**src/rtl/fdn_pkg.sv**
```systemverilog
// Shared types and sizing helpers for the FDN coefficient loader.
package fdn_pkg;

    typedef enum logic [1:0] {Idle, Run, Drain} fdn_state_e;

    localparam int unsigned FifoDepth = 2;

    function automatic int unsigned fdn_len(input int unsigned n_ch, input int unsigned n_dn);
        return n_ch * n_dn;
    endfunction

    function automatic int unsigned fdn_addr_w(input int unsigned n_ch, input int unsigned n_dn,
                                               input int unsigned n_banks);
        return $clog2(n_banks * n_ch * n_dn);
    endfunction

endpackage

```
**src/rtl/fdn_skid_fifo2.sv**
```systemverilog
// Two-entry FIFO with synchronous flush; head word is visible on rdata_o while valid_o is high.
module fdn_skid_fifo2
    import fdn_pkg::*;
#(
    parameter int unsigned Width = 33
) (
    input  logic             clk_i,
    input  logic             rst_i,
    input  logic             flush_i,
    input  logic             push_i,
    input  logic [Width-1:0] wdata_i,
    input  logic             pop_i,
    output logic [Width-1:0] rdata_o,
    output logic             valid_o,
    output logic [1:0]       count_o
);

    logic [Width-1:0] mem_q [FifoDepth];
    logic             wr_ptr_q, wr_ptr_d;
    logic             rd_ptr_q, rd_ptr_d;
    logic [1:0]       cnt_q, cnt_d;
    logic             do_push, do_pop;

    always_comb begin
        do_pop   = pop_i && (cnt_q != 2'd0);
        do_push  = push_i && ((cnt_q != 2'(FifoDepth)) || do_pop);
        wr_ptr_d = wr_ptr_q ^ do_push;
        rd_ptr_d = rd_ptr_q ^ do_pop;
        cnt_d    = cnt_q + 2'(do_push) - 2'(do_pop);
        if (flush_i) begin
            do_push  = 1'b0;
            wr_ptr_d = 1'b0;
            rd_ptr_d = 1'b0;
            cnt_d    = 2'd0;
        end
    end

    always_ff @(posedge clk_i or posedge rst_i) begin
        if (rst_i) begin
            wr_ptr_q <= 1'b0;
            rd_ptr_q <= 1'b0;
            cnt_q    <= 2'd0;
            for (int i = 0; i < FifoDepth; i++) begin
                mem_q[i] <= '0;
            end
        end else begin
            wr_ptr_q <= wr_ptr_d;
            rd_ptr_q <= rd_ptr_d;
            cnt_q    <= cnt_d;
            if (do_push) begin
                mem_q[wr_ptr_q] <= wdata_i;
            end
        end
    end

    assign rdata_o = mem_q[rd_ptr_q];
    assign valid_o = (cnt_q != 2'd0);
    assign count_o = cnt_q;

endmodule

```
**src/rtl/fdn_coef_loader.sv**
```systemverilog
// Streams one bank of beam-steering coefficients from a synchronous RAM to the core's
// AXI-Stream coefficient input, with credit-based reads into a two-entry output buffer.
module fdn_coef_loader
    import fdn_pkg::*;
#(
    parameter int unsigned wight_coef_i = 16,
    parameter int unsigned N_chanals    = 16,
    parameter int unsigned N_DN         = 4,
    parameter int unsigned N_banks      = 4
) (
    input  logic                                                  clk,
    input  logic                                                  rst,
    input  logic                                                  start,
    input  logic [$clog2(N_banks)-1:0]                            bank,
    input  logic                                                  abort,
    output logic                                                  busy,
    output logic                                                  done,
    output logic                                                  err,
    output logic                                                  mem_rd_en,
    output logic [fdn_addr_w(N_chanals, N_DN, N_banks)-1:0]       mem_addr,
    input  logic [2*wight_coef_i-1:0]                             mem_rdata,
    output logic                                                  vld_coef_out,
    input  logic                                                  readi_coef_out,
    output logic                                                  last_coef_out,
    output logic [wight_coef_i-1:0]                               coefReOut,
    output logic [wight_coef_i-1:0]                               coefImOut
);

    localparam int unsigned L     = fdn_len(N_chanals, N_DN);
    localparam int unsigned AddrW = fdn_addr_w(N_chanals, N_DN, N_banks);
    localparam int unsigned CntW  = $clog2(L + 1);
    localparam int unsigned DataW = 2 * wight_coef_i;

    fdn_state_e       state_q, state_d;
    logic [CntW-1:0]  rk_q, rk_d;
    logic [CntW-1:0]  ok_q, ok_d;
    logic [AddrW-1:0] base_q, base_d;
    logic             inflight_q, inflight_d;
    logic             last_inf_q, last_inf_d;
    logic             done_q, done_d;
    logic             err_q, err_d;

    logic             rd_en;
    logic             pop;
    logic             credit;
    logic             bank_ok;
    logic             fifo_flush;
    logic             fifo_valid;
    logic [1:0]       fifo_cnt;
    logic [DataW:0]   fifo_rdata;

    assign pop     = fifo_valid && readi_coef_out;
    assign bank_ok = (32'(bank) < N_banks);
    // Buffered words plus the in-flight read, less this cycle's pop, must leave room for one more.
    assign credit  = (({1'b0, fifo_cnt} + {2'b00, inflight_q}) < (3'd2 + {2'b00, pop}));

    always_comb begin
        state_d    = state_q;
        rk_d       = rk_q;
        ok_d       = ok_q + CntW'(pop);
        base_d     = base_q;
        rd_en      = 1'b0;
        last_inf_d = 1'b0;
        done_d     = 1'b0;
        err_d      = 1'b0;
        fifo_flush = 1'b0;

        unique case (state_q)
            Idle: begin
                if (start) begin
                    if (bank_ok) begin
                        state_d = Run;
                        rk_d    = '0;
                        ok_d    = '0;
                        base_d  = AddrW'(32'(bank) * L);
                    end else begin
                        err_d = 1'b1;
                    end
                end
            end
            Run: begin
                if (abort) begin
                    state_d    = Idle;
                    fifo_flush = 1'b1;
                end else if (credit) begin
                    rd_en      = 1'b1;
                    rk_d       = rk_q + CntW'(1);
                    last_inf_d = (rk_q == CntW'(L - 1));
                    if (rk_q == CntW'(L - 1)) begin
                        state_d = Drain;
                    end
                end
            end
            Drain: begin
                if (abort) begin
                    state_d    = Idle;
                    fifo_flush = 1'b1;
                end else if ((ok_d == CntW'(L)) && !inflight_q && (fifo_cnt == 2'(pop))) begin
                    state_d = Idle;
                    done_d  = 1'b1;
                end
            end
            default: state_d = Idle;
        endcase

        if (start && (state_q != Idle)) begin
            err_d = 1'b1;
        end
        inflight_d = rd_en;
    end

    always_ff @(posedge clk or posedge rst) begin
        if (rst) begin
            state_q    <= Idle;
            rk_q       <= '0;
            ok_q       <= '0;
            base_q     <= '0;
            inflight_q <= 1'b0;
            last_inf_q <= 1'b0;
            done_q     <= 1'b0;
            err_q      <= 1'b0;
        end else begin
            state_q    <= state_d;
            rk_q       <= rk_d;
            ok_q       <= ok_d;
            base_q     <= base_d;
            inflight_q <= inflight_d;
            last_inf_q <= last_inf_d;
            done_q     <= done_d;
            err_q      <= err_d;
        end
    end

    // An abort flushes in the same edge the in-flight result would land, so it is discarded.
    fdn_skid_fifo2 #(
        .Width (DataW + 1)
    ) u_fifo (
        .clk_i   (clk),
        .rst_i   (rst),
        .flush_i (fifo_flush),
        .push_i  (inflight_q),
        .wdata_i ({last_inf_q, mem_rdata}),
        .pop_i   (pop),
        .rdata_o (fifo_rdata),
        .valid_o (fifo_valid),
        .count_o (fifo_cnt)
    );

    assign busy          = (state_q != Idle);
    assign done          = done_q;
    assign err           = err_q;
    assign mem_rd_en     = rd_en;
    assign mem_addr      = rd_en ? (base_q + AddrW'(rk_q)) : '0;
    assign vld_coef_out  = fifo_valid;
    assign last_coef_out = fifo_valid && fifo_rdata[DataW];
    assign coefReOut     = fifo_valid ? fifo_rdata[wight_coef_i-1:0] : '0;
    assign coefImOut     = fifo_valid ? fifo_rdata[DataW-1:wight_coef_i] : '0;

endmodule

```
**config.mk**
```make
export PLATFORM = sky130hd
export DESIGN_NAME = fdn_coef_loader
export DESIGN_NICKNAME = d
export VERILOG_FILES = /design/src/rtl/fdn_pkg.sv /design/src/rtl/fdn_skid_fifo2.sv /design/src/rtl/fdn_coef_loader.sv
export SDC_FILE = /design/constraint.sdc
export NUM_CORES = 1
export LEC_CHECK = 0
export BUFFER_PORTS_ARGS = -buffer_cell sky130_fd_sc_hd__clkbuf_2
export CORE_ASPECT_RATIO = 1.2
export CORE_UTILIZATION = 25
export DETAILED_ROUTE_END_ITERATION = 10
export GPL_TIMING_DRIVEN = 0
export PLACE_DENSITY = 0.53
export SYNTH_ARGS = -nofsm -noshare
export SYNTH_HDL_FRONTEND = slang
export SYNTH_SLANG_ARGS = --single-unit
```
**constraint.sdc**
```tcl
create_clock -name clk -period 3.4 [get_ports clk]
set_input_delay 0.17 -clock clk [delete_from_list [all_inputs] [get_ports clk]]
set_output_delay 0.17 -clock clk [all_outputs]
set_load 0.01 [all_outputs]
```
==> results of run 1 <==
## timing repair
action                     CTS  global route
hold endpoints to repair    35             0
setup endpoints to repair    0             0
hold buffers                 2             0
## sequential cells by signal, indices dropped and copies added (netlist names)
register and count:
done 1, u_fifo.wr_ptr_q 1, rk_q 7, ok_q 7, state_q 2, err 1
base_q 2, inflight_q 1, u_fifo.mem_q 66, u_fifo.count_o 2, last_inf_q 1, u_fifo.rd_ptr_q 1
## per-layer routing
metal  GRT usage  vias up  wire, microns  share of wire
met5           0        -              0              0
met4      0.0530        0            187          0.019
met3      0.0233       12            394          0.041
met2       0.198       55           4890           0.50
met1       0.142     1528           4220           0.44
li1            -     1466              -              -
## worst max-delay path, stage by stage (launching register included)
cell	delay, ns
dfrtp_1	0.44
ha_1	0.21
ha_1	0.26
o21a_1	0.13
or3_1	0.43
inv_1	0.26
and2_1	0.19
clkbuf_2	0.13
## placed cells by master (no fill, tap or decap), drive strengths merged, types with 2 or more instances in the layout
master       instances
dlygate4sd3          2
nor2                52
inv                 11
a21oi                7
mux2                67
o21a                 3
nor3                 2
o31a                 2
nand3                7
nor4                 2
o21ai                6
nand2b               5
a22o                 2
clkinv               3
buf                  4
nand2               17
clkbuf             106
xnor2                7
dfrtp               92
and2                12
mux2i               34
or3                  3
clkinvlp             2
xor2                 6
ha                  11
## synth_stat cells (all sizes together), types with 2 or more instances
library cell | count | area (sq um)
nor2 | 52 | 195
or3 | 3 | 18.8
a22o | 2 | 17.5
mux2 | 67 | 754
nand2b | 5 | 31.3
clkbuf | 12 | 46.3
nor4 | 2 | 12.5
xnor2 | 7 | 61.3
nand2 | 17 | 63.8
inv | 10 | 37.5
o21ai | 6 | 33.8
o31a | 2 | 17.5
a21oi | 7 | 35.0
xor2 | 6 | 52.6
ha | 11 | 138
mux2i | 34 | 340
dfrtp | 92 | 2300
o21a | 3 | 22.5
nand3 | 7 | 35.0
and2 | 12 | 75.1
nor3 | 2 | 10.0
buf | 3 | 15.0
## power groups by stage
stage | Sequential [W] | Clock, W | Combinational [W]
global placement | 0.00178 | 0 | 0.00194
floorplan | 0.00174 | 0 | 0.00140
finish | 0.00179 | 0.000946 | 0.00194
CTS | 0.00179 | 0.000988 | 0.00200
detailed placement | 0.00181 | 0 | 0.00199
global route | 0.00185 | 0.00104 | 0.00218
## worst max path at each step
stage / from / endpoint / slack [ns] / depth (start not counted)
floorplan: rst / base_q[6] / 0.84 / 1
global placement: rst / u_fifo.mem_q[24] / -0.31 / 2
detailed placement: u_fifo.count_o[1] / state_q[0] / 0.97 / 10
CTS: u_fifo.count_o[0] / mem_addr[5] / 0.80 / 7
global route: u_fifo.count_o[1] / state_q[0] / 0.68 / 10
finish: u_fifo.count_o[0] / mem_addr[5] / 0.83 / 7
## cell type report
cell class,count,share of cell area
Sequential cell,92,0.427
Multi-Input combinational cell,253,0.366
Timing Repair Buffer,87,0.0868
Tap cell,216,0.0501
Clock buffer,10,0.0425
Buffer,15,0.0114
Clock inverter,6,0.00928
Inverter,10,0.00743
## metrics by stage
step	cell area, sq um	setup TNS (ns)
floorplan	4370	0
global placement	5060	-27.41
detailed placement	5090	0
CTS	5390	0
global route	5390	0
finish	5390	0
## cells by family (layout without fill, tap and decap cells)
logic type / count (synthesis) / count (layout) / share of synthesized area
simple gates: 104 / 104 / 0.107
mux: 101 / 101 / 0.250
flops: 92 / 92 / 0.527
buf+inv: 25 / 128 / 0.0226
compound gates: 24 / 24 / 0.0355
xor+xnor: 13 / 13 / 0.0260
fa+ha+maj: 11 / 11 / 0.0315
==> results.json, run 1 <==
{
  "antenna_found_initial": 0,
  "p_sw_w": 0.00168,
  "finish.utilization": 0.317,
  "maxCapViolCount": 0,
  "rsz0062_at_grt": "no",
  "clkSinkCount": 92,
  "clock_latency_ns": 0.35,
  "syn_inst": 370,
  "combPwrFrac": 0.415,
  "nets": 518,
  "worst_slew_pin_slew_ns": 0.793,
  "grt_pass1_vias": 3204,
  "drive_above_1_share": 0.366,
  "viasPerCell": 4.44,
  "drv_slew": 0,
  "clk_path_buf_depth": 2,
  "p_per_area_mw_per_mm2": 867,
  "syn2layout_area_growth_pct": 23.3,
  "worstPathRequired_ns": 3.23,
  "portBuffers": 84,
  "hold-worst-slack_ns": 0.0473,
  "drt-initial-drc-count": 101,
  "synthArstFlopShare": 1.00,
  "die_area_sq_mm": 0.0180,
  "num_io_pins": 85,
  "drt-total-wl_microns": 9690,
  "yosysWarnings": 0,
  "initial_utilization": 0.257,
  "synth-seq-cells": 92,
  "p_clk_frac": 0.202,
  "drc": 0,
  "yosysSeqAreaShare": 0.527,
  "netlist-cell-type-count": 32,
  "reg2reg_to": "state_q[0]",
  "regToRegStartpoint": "u_fifo.count_o[1]",
  "wl_per_cell_microns": 14.1,
  "cts_tree": "done",
  "min_period_ns": 2.57,
  "intPower_w": 0.00299,
  "clock_skew_ns": 0.00553,
  "vdd_drop_max_uv": 264,
  "hold_start": "bank[0]",
  "ctsHtreeMaxLevel": 3,
  "cts_setup_buffers": 0,
  "syn_nets": 420,
  "max_freq_mhz": 389,
  "cts_root_buf": "clkbuf_16",
  "critPathArrivalTime_ns": 2.40,
  "max_slew_margin": 0.472,
  "hold_depth": 3,
  "hp-class": "input pin to flip-flop",
  "finalSetupViolations": 0,
  "track_usage": 0.117,
  "core_sq_mm": 0.0170,
  "dp.cells": 671,
  "r2r_cells": 10,
  "multi_input_area_sq_mm": 0.00197,
  "place_hpwl_microns": 7130,
  "finalCritPeriodShare": 0.756,
  "syn_area_per_cell_sq_um": 11.8,
  "synth_ff_type": "dfrtp_1",
  "criticalPathCategory": "flip-flop to output port",
  "p_seq_frac": 0.382,
  "p_sw_frac": 0.360,
  "outcome": "finished clean",
  "fp.dieH_microns": 147,
  "grt_pass1_wl_microns": 16200,
  "worstSetupEndpointType": "output port",
  "regArea_sq_mm": 0.00230,
  "final_hold_viol_count": 0,
  "cts_buffers": 9,
  "overflow": 0,
  "reg2reg_setup_slack_ns": 0.99,
  "grt_max_degree": 59,
  "startpoint_type": "flip-flop",
  "drt_first_pass_iters": 6,
  "finalWorstSetupSlack_ns": 0.828,
  "p_leak_nw": 2.58,
  "diodes": 0,
  "critPathMaxFanout": 10,
  "fin_cells": 689,
  "hold_end": "base_q[6]",
  "dr_total_vias": 3061,
  "place_congestion": 0.698,
  "drt.antenna.violating_nets": 0,
  "finalPower_w": 0.00468,
  "cts_resized": 0,
  "syn-cell-area_sq_mm": 0.00437,
  "rows": 52,
  "placement.setup.worst_slack_ns": 0.973,
  "synth_edf_count": 0,
  "fillCellCount": 1734,
  "die_x_microns": 123,
  "clk_pin_slew_worst_paths_ns": 0.07
}
No activity file was read; power rests on OpenSTA's default activity.
==> run 2: changes to the inputs <==
--- a/config.mk
+++ b/config.mk
@@ -10,7 +10,7 @@
 export CORE_UTILIZATION = 25
 export DETAILED_ROUTE_END_ITERATION = 10
 export GPL_TIMING_DRIVEN = 0
-export PLACE_DENSITY = 0.53
+export PLACE_DENSITY = 0.55
 export SYNTH_ARGS = -nofsm -noshare
 export SYNTH_HDL_FRONTEND = slang
 export SYNTH_SLANG_ARGS = --single-unit
==> constraint.sdc (replaced) <==
create_clock -name clk -period 2.36 [get_ports clk]
set_input_delay 0.118 -clock clk [delete_from_list [all_inputs] [get_ports clk]]
set_output_delay 0.118 -clock clk [all_outputs]
set_load 0.01 [all_outputs]
==> run 2 against run 1 <==
Cell count increased by 0.87%. Final area increased by 3.0%. Sequential cell count unchanged. Non-clock buffer count increased by 5. Clock power increased by 56%. Clock skew increased by 0.00061 ns. Register-to-register slack got worse by 0.86 ns. Combinational power increased by 48%. Sequential share of layout area decreased by 1.2 points. Critical endpoint is now mem_addr[6]. Largest cell class unchanged. First-iteration DRC count decreased by 13%.
==> results.json, run 2 (synthesized netlist as in run 1, its figures left out) <==
{
  "drv_slew": 0,
  "top_register": "u_fifo.mem_q",
  "clock_skew_ns": 0.00614,
  "p_per_area_mw_per_mm2": 1250,
  "drt-initial-drc-count": 88,
  "nets": 524,
  "drc": 0,
  "reg2reg_setup_slack_ns": 0.13,
  "hp-class": "input pin to flip-flop",
  "die_x_microns": 123,
  "finalCritPeriodShare": 0.964,
  "place_congestion": 0.747,
  "initial_utilization": 0.257,
  "die_area_sq_mm": 0.0180,
  "clk_pin_slew_worst_paths_ns": 0.06,
  "place_hpwl_microns": 7130,
  "dr_total_vias": 3080,
  "min_period_ns": 2.27,
  "largest_reg_flops": 66,
  "clkSinkCount": 92,
  "cts_buffers": 9,
  "cts_tree": "done",
  "maxCapViolCount": 0,
  "max_freq_mhz": 440,
  "drive_above_1_share": 0.415,
  "portBuffers": 84,
  "drt_first_pass_iters": 4,
  "final_hold_viol_count": 0,
  "track_usage": 0.116,
  "finalSetupViolations": 0,
  "reg_top3": "u_fifo.mem_q: 66 flops, ok_q: 7 flops, rk_q: 7 flops",
  "critPathArrivalTime_ns": 2.16,
  "multi_input_area_sq_mm": 0.00202,
  "rsz0062_at_grt": "yes",
  "fp.dieH_microns": 147,
  "worstSetupEndpointType": "output port",
  "regArea_sq_mm": 0.00230,
  "clock_latency_ns": 0.34,
  "num_io_pins": 85,
  "antenna_found_initial": 0,
  "worstSetupStartpoint": "u_fifo.count_o[0]",
  "wl_per_cell_microns": 13.8,
  "regToRegStartpoint": "u_fifo.count_o[0]",
  "overflow": 0,
  "grt_pass1_wl_microns": 16000,
  "r2r_cells": 8,
  "p_leak_nw": 2.64,
  "diodes": 0,
  "cts_root_buf": "clkbuf_16",
  "startpoint_type": "flip-flop",
  "syn2layout_area_growth_pct": 27.0,
  "reg2reg_to": "rk_q[5]",
  "clk_path_buf_depth": 2,
  "fin_cells": 695,
  "viasPerCell": 4.43,
  "layout_commonest_cell": "dfrtp_1",
  "outcome": "finished clean",
  "drt-total-wl_microns": 9580,
  "finalPower_w": 0.00694,
  "worst_slew_pin_slew_ns": 0.621,
  "vdd_drop_max_uv": 415,
  "max_slew_margin": 0.585,
  "drt.antenna.violating_nets": 0,
  "dp.cells": 672,
  "fillCellCount": 1754,
  "critPathMaxFanout": 5,
  "grt_pass1_vias": 3217,
  "grt_max_degree": 39,
  "final_cell_mix": "90 x dfrtp_1, 89 x clkbuf_2, 67 x mux2_2",
  "cp-endpoint": "mem_addr[6]",
  "rows": 52,
  "criticalPathCategory": "flip-flop to output port",
  "worstPathRequired_ns": 2.24,
  "ctsHtreeMaxLevel": 3,
  "core_sq_mm": 0.0170
}
-- run 2: metal layers --
metal | share of wire | global-route usage
met1 | 0.43 | 0.134
met2 | 0.50 | 0.201
met3 | 0.050 | 0.0295
met4 | 0.015 | 0.0445
met5 | 0 | 0
-- run 2: power by group --
group | switching [W] | total, W | leakage, nW | internal (W)
clock network | 0.000603 | 0.00148 | 0.148 | 0.000880
registers | 0.000354 | 0.00258 | 1.15 | 0.00223
logic | 0.00145 | 0.00288 | 1.34 | 0.00143
total | 0.00241 | 0.00694 | 2.64 | 0.00453
-- run 2: how the worst min path moves through the flow --
stage / from / end / slack, ns / cells past startpoint
CTS: mem_rdata[3] / u_fifo.mem_q[36] / 0.003 / 2
detailed placement: rst / u_fifo.mem_q[25] / 0.22 / 2
finish: mem_rdata[23] / u_fifo.mem_q[23] / 0.02 / 2
global placement: bank[0] / base_q[6] / 0.32 / 3
global route: mem_rdata[7] / u_fifo.mem_q[40] / 0.008 / 2
floorplan: abort / u_fifo.wr_ptr_q / 0.20 / 1
-- run 2: layout make-up --
| cell class | count | area share |
|---|---|---|
| buffer | 14 | 0.0117 |
| clock buffer | 11 | 0.0455 |
| clock inverter | 5 | 0.0106 |
| inverter | 10 | 0.00789 |
| multi-input combinational | 253 | 0.363 |
| sequential | 92 | 0.415 |
| tap | 216 | 0.0487 |
| timing repair buffer | 93 | 0.0960 |
| timing repair inverter | 1 | 0.00135 |
-- run 2: what timing repair did --
item                                    in CTS  in global routing
hold endpoints to repair                    25                  0
cloned                                       1                  0
pin swaps                                    1                  3
hold buffers                                 3                  0
endpoints found under the setup margin      50                 62
setup buffers                                2                  2
gates resized for setup                     10                 20
-- run 2: critical path, cell delays in order, from the launching register on --
cell        delay [ns]
dfrtp_2           0.45
ha_4              0.17
ha_1              0.26
o21a_1            0.13
or3_4             0.44
clkinvlp_4        0.13
and2_4            0.15
buf_6             0.09
-- run 2: stage by stage --
stage | worst slack (ns) | util | setup TNS, ns | instance area [sq um] | hold slack [ns]
CTS | 0.000400 | 0.324 | 0 | 5490 | 0.00322
finish | 0.0860 | 0.327 | 0 | 5550 | 0.0226
floorplan | 0.229 | - | 0 | 4380 | 0.200
global placement | -0.0266 | 0.298 | -0.0411 | 5070 | 0.316
detailed placement | -0.0992 | 0.301 | -0.337 | 5110 | 0.224
global route | -0.00348 | 0.327 | -0.00459 | 5550 | 0.00841
